$ cat src/rtl/move_tick_scheduler.sv
// Movement tick divider plus round-robin grant of the shared sprite-movement datapath.
// Optional grant watchdog enabled by defining MOVE_TICK_TIMEOUT_EN.
//   state | meaning
//   IDLE  | no grant; serves the next tick or pending tick
//   GRANT | one requester owns the datapath until done
module move_tick_scheduler #(
  parameter int NREQ = 3,
  parameter int DIV_W = 8,
  parameter logic [DIV_W-1:0] DEF_PERIOD = DIV_W'(4)
`ifdef MOVE_TICK_TIMEOUT_EN
  , parameter int TMO_W = 6
`endif
) (
  input  logic             CLK,
  input  logic             Rst,
  input  logic             Sm,
  input  logic             period_ld,
  input  logic [DIV_W-1:0] period_in,
  input  logic [NREQ-1:0]  req,
  input  logic             done,
  input  logic             clr_ovr,
  output logic             tick,
  output logic [NREQ-1:0]  gnt,
  output logic             busy,
  output logic             overrun,
  output logic             tmo
);

  localparam int LW = (NREQ > 1) ? $clog2(NREQ) : 1;
  localparam logic [0:0] IDLE  = 1'b0;
  localparam logic [0:0] GRANT = 1'b1;

  logic [DIV_W-1:0] cnt;
  logic [DIV_W-1:0] period;
  logic [DIV_W-1:0] shadow;
  logic [DIV_W-1:0] period_m1;
  logic             wrap;
  logic [0:0]       state;
  logic [LW-1:0]    last;
  logic [LW-1:0]    winner;
  logic [LW-1:0]    idx;
  logic             pending;

  // A zero period behaves as one: wrap on every strobe.
  assign period_m1 = (period == '0) ? '0 : period - 1'b1;
  assign wrap      = Sm && (cnt == period_m1);
  assign busy      = (state == GRANT);

  always_ff @(posedge CLK or negedge Rst) begin
    if (!Rst) begin
      cnt    <= '0;
      period <= DEF_PERIOD;
      shadow <= DEF_PERIOD;
      tick   <= 1'b0;
    end else begin
      tick <= wrap;
      if (period_ld) shadow <= period_in;
      if (wrap) begin
        cnt    <= '0;
        period <= shadow;
      end else if (Sm) begin
        cnt <= cnt + 1'b1;
      end
    end
  end

  // Scan farthest-first so the nearest set request after last wins.
  always_comb begin
    winner = last;
    idx    = last;
    for (int i = NREQ; i >= 1; i--) begin
      idx = LW'((int'(last) + i) % NREQ);
      if (req[idx]) winner = idx;
    end
  end

`ifdef MOVE_TICK_TIMEOUT_EN
  logic [TMO_W-1:0] wdog;
  logic [TMO_W-1:0] wdog_nxt;
  logic             wdog_tc;

  assign wdog_nxt = wdog + 1'b1;
  assign wdog_tc  = (wdog_nxt == '1);
`else
  assign tmo = 1'b0;
`endif

  always_ff @(posedge CLK or negedge Rst) begin
    if (!Rst) begin
      state   <= IDLE;
      gnt     <= '0;
      last    <= LW'(NREQ - 1);
      pending <= 1'b0;
      overrun <= 1'b0;
`ifdef MOVE_TICK_TIMEOUT_EN
      wdog    <= '0;
      tmo     <= 1'b0;
`endif
    end else begin
      if (clr_ovr) begin
        overrun <= 1'b0;
`ifdef MOVE_TICK_TIMEOUT_EN
        tmo     <= 1'b0;
`endif
      end
      if (state == IDLE) begin
        if (tick || pending) begin
          pending <= 1'b0;
          if (|req) begin
            gnt   <= NREQ'(1) << winner;
            last  <= winner;
            state <= GRANT;
`ifdef MOVE_TICK_TIMEOUT_EN
            wdog  <= '0;
`endif
          end
        end
      end else begin
        // Pending depth is one; a second queued tick is lost.
        if (tick) begin
          if (pending) overrun <= 1'b1;
          else         pending <= 1'b1;
        end
`ifdef MOVE_TICK_TIMEOUT_EN
        wdog <= wdog_nxt;
`endif
        if (done) begin
          gnt   <= '0;
          state <= IDLE;
        end
`ifdef MOVE_TICK_TIMEOUT_EN
        else if (wdog_tc) begin
          gnt   <= '0;
          state <= IDLE;
          tmo   <= 1'b1;
        end
`endif
      end
    end
  end

endmodule

$ cat config.mk
export PLATFORM = sky130hd
export DESIGN_NAME = move_tick_scheduler
export DESIGN_NICKNAME = d
export VERILOG_FILES = /design/src/rtl/move_tick_scheduler.sv
export SDC_FILE = /design/constraint.sdc
export NUM_CORES = 1
export LEC_CHECK = 0
export CAP_MARGIN = 10
export CORE_MARGIN = 2
export CORE_UTILIZATION = 41
export DETAILED_ROUTE_END_ITERATION = 6
export HOLD_SLACK_MARGIN = 0.12
export PLACE_DENSITY_LB_ADDON = 0.25
export SETUP_SLACK_MARGIN = 0.1
export SYNTH_ARGS = -nofsm -noshare
export SYNTH_HDL_FRONTEND = slang
export SYNTH_SLANG_ARGS = --single-unit
export TNS_END_PERCENT = 5
$ cat constraint.sdc
create_clock -name CLK -period 3.6 [get_ports CLK]
set_input_delay 0.72 -clock CLK [delete_from_list [all_inputs] [get_ports CLK]]
set_output_delay 0.72 -clock CLK [all_outputs]
set_load 0.05 [all_outputs]
==> reports/qor.txt, run 1 <==
Int Pwr -> 1.06 mW
HP Start -> gnt[2]$_DFFE_PN0P_
Final period utilization -> 0.893
# resized after CTS -> 0
GRT overflow -> 0
Distinct cells, synth -> 52
Fin nets -> 241
Yosys reg bits -> 33
WHS -> 0.502 ns
Setup Buffers After CTS -> 0
Vias in the first global route -> 1380
Flop-to-flop setup slack -> 0.38 ns
Core area -> 4690 sq um
Syn Inst Count -> 204
H-tree depth -> 2
Die Area -> 5400 sq um
Crit path kind -> flip-flop to flip-flop
RD Place Congestion -> 0.836
# hold bufs at CTS -> 0
Leakage power -> 0.958 nW
Pins Over Slew Limit -> 0
Layout cells sized above 1 -> 0.149
1st-iter DRT viols -> 92
Detailed Routing Iterations Pass 1 -> 4
Syn. warnings -> 0
Clk root buf -> clkbuf_8
WP data arrival -> 3.39 ns
Worst path slowest cell -> or4_1
Routed wire length -> 3680 microns
Worst min path class -> flip-flop to flip-flop
Status -> completed
Total Neg Setup Slack -> 0 ns
CTS tree -> done
Switching power share of the total -> 0.427
Die width -> 73.5 microns
Post-synth EDFFs -> 0
Tmin final -> 3.22 ns
Antenna cell count -> 0
DRC -> 0
IR drop worst, VDD -> 363 uV
Port Buffer Count -> 22
Num CTS Buffers -> 5
Share of total power in sequential cells -> 0.349
Max_cap viols -> 0
Num ports -> 24
Setup violators final -> 0
Clock skew -> 0.00470 ns
DP Cell Count -> 267
Synth async-reset ratio -> 1.00
Post-route ant nets -> 0
Via/cell ratio -> 5.58
Register area -> 830 sq um
Worst Max-Slew Pin Slew -> 0.598 ns
Post-layout util -> 0.487
CTS max path bufs -> 2
Critical path buffer and inverter count -> 1
Post-DP HPWL -> 2680 microns
Avg Synthesized Cell Area -> 9.70 sq um
First-pass GRT wire length -> 6410 microns
Vert. Die Dim -> 73.5 microns
Clk_lat worst skew -> 0.28 ns
Initial antenna violation count -> 0
Reg-to-Reg End -> period[6]$_DFFE_PN0P_
Area Overhead vs Synth -> 15.4%
Total track usage -> 0.152
Worst r2r path cells -> 8
Worst-path fanout max -> 8
CP max stage delay -> 0.82 ns
Sequential-to-total area share from yosys stat -> 0.419
Avg WL per Cell -> 13.4 microns
Netlist area before placement -> 1980 sq um
Critical path, cell by cell -> inv_1, ha_1, or4b_4, or2_4, o21ai_1, o2111ai_1, or4_1, mux2_4
CP delay by family, top -> simple AND/OR/NAND/NOR gates
Clock-pin slew on the worst setup and hold paths -> 0.07 ns
Hold path cells -> 2
Area of the multi-input gates -> 1040 sq um
Gate power share -> 0.505
Final Hold Fails -> 0
Primary FF master, synth -> dfrtp_1
Row cnt -> 25
Post-synthesis net count -> 225
Fillers -> 458
Clock power share -> 0.146
Critical Path Sink -> period[6]$_DFFE_PN0P_
Clock sink count -> 33
Effective utilization at floorplan -> 0.422
Slew HR -> 0.599
Crit path depth -> 8
Via count -> 1535
Max Fclk -> 311 MHz
Finished Layout Cells -> 275
Sw power -> 0.790 mW
Req. time, crit path -> 3.77 ns
CP Capture Type -> flip-flop
Largest net degree at the start of global routing -> 34
Pwr/cell area -> 811 nW/um^2
Critical path launch point type -> flip-flop
R2r startpoint -> period[0]$_DFFE_PN0P_
Crit path from -> period[0]$_DFFE_PN0P_
Setup repair after global routing missed its margin -> false
-- power by group through the flow --
stage	Clock [mW]	Combinational, mW	Sequential [mW]
2_1_floorplan	0	0.778	0.627
3_3_place_gp	0	0.937	0.651
3_5_place_dp	0	0.933	0.651
4_1_cts	0.280	0.936	0.646
5_1_grt	0.294	1.05	0.669
6_report	0.270	0.935	0.647
-- through the flow --
stage                     setup WS (ns)  total power [mW]  area [sq um]
after floorplan                   0.741              1.40          1980
after global placement            0.418              1.59          2200
after detailed placement          0.381              1.58          2200
after CTS                         0.363              1.86          2280
after global routing              0.140              2.01          2280
final                             0.383              1.85          2280
-- metal layers --
layer	GRT usage	part of all wire	up-vias
li1	-	-	767
met1	0.218	0.51	731
met2	0.221	0.45	34
met3	0.0425	0.037	3
met4	0.0465	0.0038	0
met5	0	0	-
-- tightest hold or removal path: stages (launching register included) --
cell and delay (ns):
dfrtp_1 0.34, nand3_1 0.06, o21ai_0 0.07
-- flip-flops by register name, summed over array words and instances, names as in the netlist --
register / cells
cnt: 8
gnt: 3
busy: 1
shadow: 8
tick: 1
last: 2
period: 8
pending: 1
overrun: 1
-- synthesized netlist by cell type, drive strengths merged, types with 3 or more instances --
cell	number	share of area
dfrtp	30	0.38
mux2	16	0.11
nand2	15	0.028
nor2	14	0.027
a21oi	10	0.025
inv	9	0.017
o21ai	9	0.023
buf	7	0.025
clkbuf	7	0.013
nand2b	7	0.022
nand3	6	0.015
nor3	6	0.018
nor2b	5	0.016
o22ai	5	0.016
xor2	5	0.022
ha	4	0.025
a211oi	3	0.011
a31oi	3	0.0095
dfstp	3	0.040
nor3b	3	0.011
or3	3	0.0095
xnor2	3	0.013
-- worst min path at each step --
stage | end | slack (ns)
after detailed placement | period[7]$_DFFE_PN0P_ | 0.49
after CTS | gnt[2]$_DFFE_PN0P_ | 0.51
after global routing | period[0]$_DFFE_PN0P_ | 0.53
after global placement | period[1]$_DFFE_PN0P_ | 0.49
after floorplan | busy$_DFF_PN0_ | 0.42
final | gnt[2]$_DFFE_PN0P_ | 0.50
-- kinds of logic (layout without fill, tap and decap cells) --
kind of cell	Yosys count	count (layout)	synth area share
buffers and inverters	23	40	0.0556
other	1	1	0.00189
AO/OA/AOI/OAI	45	45	0.149
XOR/XNOR	8	8	0.0354
multiplexers	17	17	0.111
AND/OR/NAND/NOR	73	73	0.203
adder cells (fa/ha/maj)	4	4	0.0253
flip-flops	33	33	0.419
-- area by class of cell --
class                      count  share of cell area
timing repair buffer          23              0.0997
sequential                    33               0.363
multi-input combinational    148               0.455
clock inverter                 3             0.00767
tap                           54              0.0296
inverter                       9              0.0148
clock buffer                   5              0.0301
-- cells in the final DEF (no fill, tap or decap), types with 3 or more instances in the layout --
cell type,instances
a211oi_1,3
a21oi_1,10
a31oi_1,3
clkbuf_8,5
clkdlybuf4s50_1,22
dfrtp_1,30
dfstp_2,3
ha_1,4
inv_1,9
mux2_2,8
mux2_4,8
nand2_1,15
nand2b_1,7
nand3_1,6
nor2_1,14
nor2b_1,5
nor3_1,5
nor3b_1,3
o21ai_0,6
o21ai_1,3
o22ai_1,5
or3_1,3
xnor2_1,3
xor2_1,5
Power figures use the tool's default switching activity.
==> run 2: changes to the inputs <==
--- a/config.mk
+++ b/config.mk
@@ -7,7 +7,7 @@
 export LEC_CHECK = 0
 export CAP_MARGIN = 10
 export CORE_MARGIN = 2
-export CORE_UTILIZATION = 41
+export CORE_UTILIZATION = 50
 export DETAILED_ROUTE_END_ITERATION = 6
 export HOLD_SLACK_MARGIN = 0.12
 export PLACE_DENSITY_LB_ADDON = 0.25
==> reports/qor.txt, run 2 (synthesis gave the netlist of run 1 again) <==
CP max stage delay -> 0.80 ns (-0.02 ns)
Clock-pin slew on the worst setup and hold paths -> 0.07 ns (about the same)
DR top layer -> met4
CP Capture Type -> flip-flop
Largest net degree at the start of global routing -> 34 (unchanged)
Final Hold Fails -> 0 (unchanged)
Via count -> 1593 (+3.8%)
Detailed Routing Iterations Pass 1 -> 4 (unchanged)
Via/cell ratio -> 5.92 (+6.1%)
Vert. Die Dim -> 66.9 microns (-8.9%)
Crit path from -> period[0]$_DFFE_PN0P_
Critical path, cell by cell -> inv_1, ha_1, or4b_4, or2_4, o21ai_1, o2111ai_1, or4_1, mux2_4
Pins Over Slew Limit -> 0 (unchanged)
# resized after CTS -> 0 (unchanged)
RD Place Congestion -> 1.01 (+21%)
Antenna cell count -> 0 (unchanged)
Area Overhead vs Synth -> 15.0%
GRT overflow -> 0 (unchanged)
Max_cap viols -> 0 (unchanged)
Worst min path class -> flip-flop to flip-flop
WP data arrival -> 3.43 ns (+0.04 ns)
Dpl cell area -> 2190 sq um (-0.34%)
Fillers -> 318 (-31%)
Pwr/cell area -> 830 nW/um^2 (+2.4%)
Initial antenna violation count -> 0 (unchanged)
Clk root buf -> clkbuf_8
DR WL met2 -> 1940 microns (+18%)
Core area -> 3740 sq um (-20%)
Num CTS Buffers -> 5 (unchanged)
Row cnt -> 22 (-12%)
Routed wire length -> 4070 microns (+10%)
Effective utilization at floorplan -> 0.529 (+0.107)
Fin nets -> 241 (unchanged)
# hold bufs at CTS -> 0 (unchanged)
CTS tree -> done
1st-iter DRT viols -> 143 (+55%)
Slew HR -> 0.571 (-0.0277)
Final period utilization -> 0.907 (+0.0134)
Max Fclk -> 306 MHz (-1.5%)
Crit path kind -> flip-flop to flip-flop
WL met3 -> 277 microns (+110%)
Post-DP HPWL -> 3000 microns (+12%)
CTS max path bufs -> 2 (unchanged)
First-pass GRT wire length -> 6870 microns (+7.1%)
Critical path launch point type -> flip-flop
Setup Buffers After CTS -> 0 (unchanged)
Register area -> 830 sq um (unchanged)
Leakage power -> 0.958 nW (unchanged)
WL met1 -> 1830 microns (-2.9%)
Worst-path fanout max -> 8 (unchanged)
H-tree depth -> 2 (unchanged)
Post-route cell area -> 2280 sq um (-0.33%)
Most common cell after layout, fill and taps aside -> dfrtp_1
R2r startpoint -> period[0]$_DFFE_PN0P_
Avg WL per Cell -> 15.1 microns (+13%)
Layout cells sized above 1 -> 0.149 (unchanged)
Total track usage -> 0.205 (+0.0537)
HP Start -> shadow[7]$_DFFE_PN0P_
Area of the multi-input gates -> 1040 sq um (unchanged)
Setup repair after global routing missed its margin -> false
Port Buffer Count -> 22 (unchanged)
Setup violators final -> 0 (unchanged)
Worst path slowest cell -> or4_1
Tmin final -> 3.26 ns (+0.0484 ns)
Highest-count cells in the layout ignoring fill and taps -> 30 x dfrtp_1, 22 x clkdlybuf4s50_1, 15 x nand2_1
Biggest regs -> cnt (8), period (8), shadow (8)
Clock sink count -> 33 (unchanged)
Post-route ant nets -> 0 (unchanged)
Die Area -> 4480 sq um (-17%)
Num ports -> 24 (unchanged)
Total Neg Setup Slack -> 0 ns (unchanged)
Vias in the first global route -> 1514 (+9.7%)
Setup WS post-layout -> 0.335 ns (-0.0484 ns)
Clk_lat worst skew -> 0.28 ns (about the same)
Pre-CTS setup slack -> 0.352 ns (-0.0285 ns)
DRC -> 0 (unchanged)
Worst Max-Slew Pin Slew -> 0.640 ns (+0.0413 ns)
IR drop worst, VDD -> 327 uV (-9.9%)
Clock skew -> 0.00304 ns (-0.00166 ns)
Die width -> 66.9 microns (-8.9%)
Status -> completed
Req. time, crit path -> 3.77 ns (about the same)
[run 2: worst paths after layout]
kind                                         endpoint  slack (ns)  cells past startpoint
worst max-delay path            period[1]$_DFFE_PN0P_        0.34                      8
worst min-delay path            period[7]$_DFFE_PN0P_        0.51                      1
worst max register to register  period[1]$_DFFE_PN0P_        0.34                      8
worst min register to register  period[7]$_DFFE_PN0P_        0.51                      1
max in group asynchronous         last[1]$_DFFE_PN1P_        2.43                      2
min in group asynchronous          cnt[4]$_DFFE_PN0P_        0.83                      2
[run 2: where the power goes]
| group | total, mW | internal (mW) | switching, mW |
|---|---|---|---|
| sequential | 0.659 | 0.484 | 0.176 |
| combinational | 0.961 | 0.444 | 0.516 |
| clock | 0.270 | 0.133 | 0.137 |
| total | 1.89 | 1.06 | 0.829 |
[run 2: final cells by class]
cell class                 instances  area share
multi-input combinational        148       0.457
tap                               48      0.0264
clock buffer                       5      0.0302
clock inverter                     3     0.00769
timing repair buffer              23       0.100
sequential                        33       0.364
inverter                           9      0.0148
[run 2: layer usage]
layer,GRT usage,up-vias
li1,-,759
met5,0,-
met3,0.0574,4
met2,0.340,68
met1,0.263,762
met4,0.0536,0
[run 2: per-stage QoR]
stage	power, mW	instances	hold slack, ns	utilization
after global routing	2.03	269	0.519	0.608
final	1.89	269	0.506	0.608
after CTS	1.88	269	0.512	0.608
after global placement	1.57	261	0.485	0.585
after floorplan	1.40	204	0.424	-
after detailed placement	1.61	261	0.495	0.585
[run 2: worst max-delay path: cells and delay by family, from the launching register on]
family | cells | cell delay, ns
AOI/OAI and AO/OA | 2 | 0.30
adders and majority gates | 1 | 0.29
buffers and inverters | 1 | 0.10
DFF | 1 | 0.46
muxes | 1 | 0.38
and+or+nand+nor | 3 | 1.62
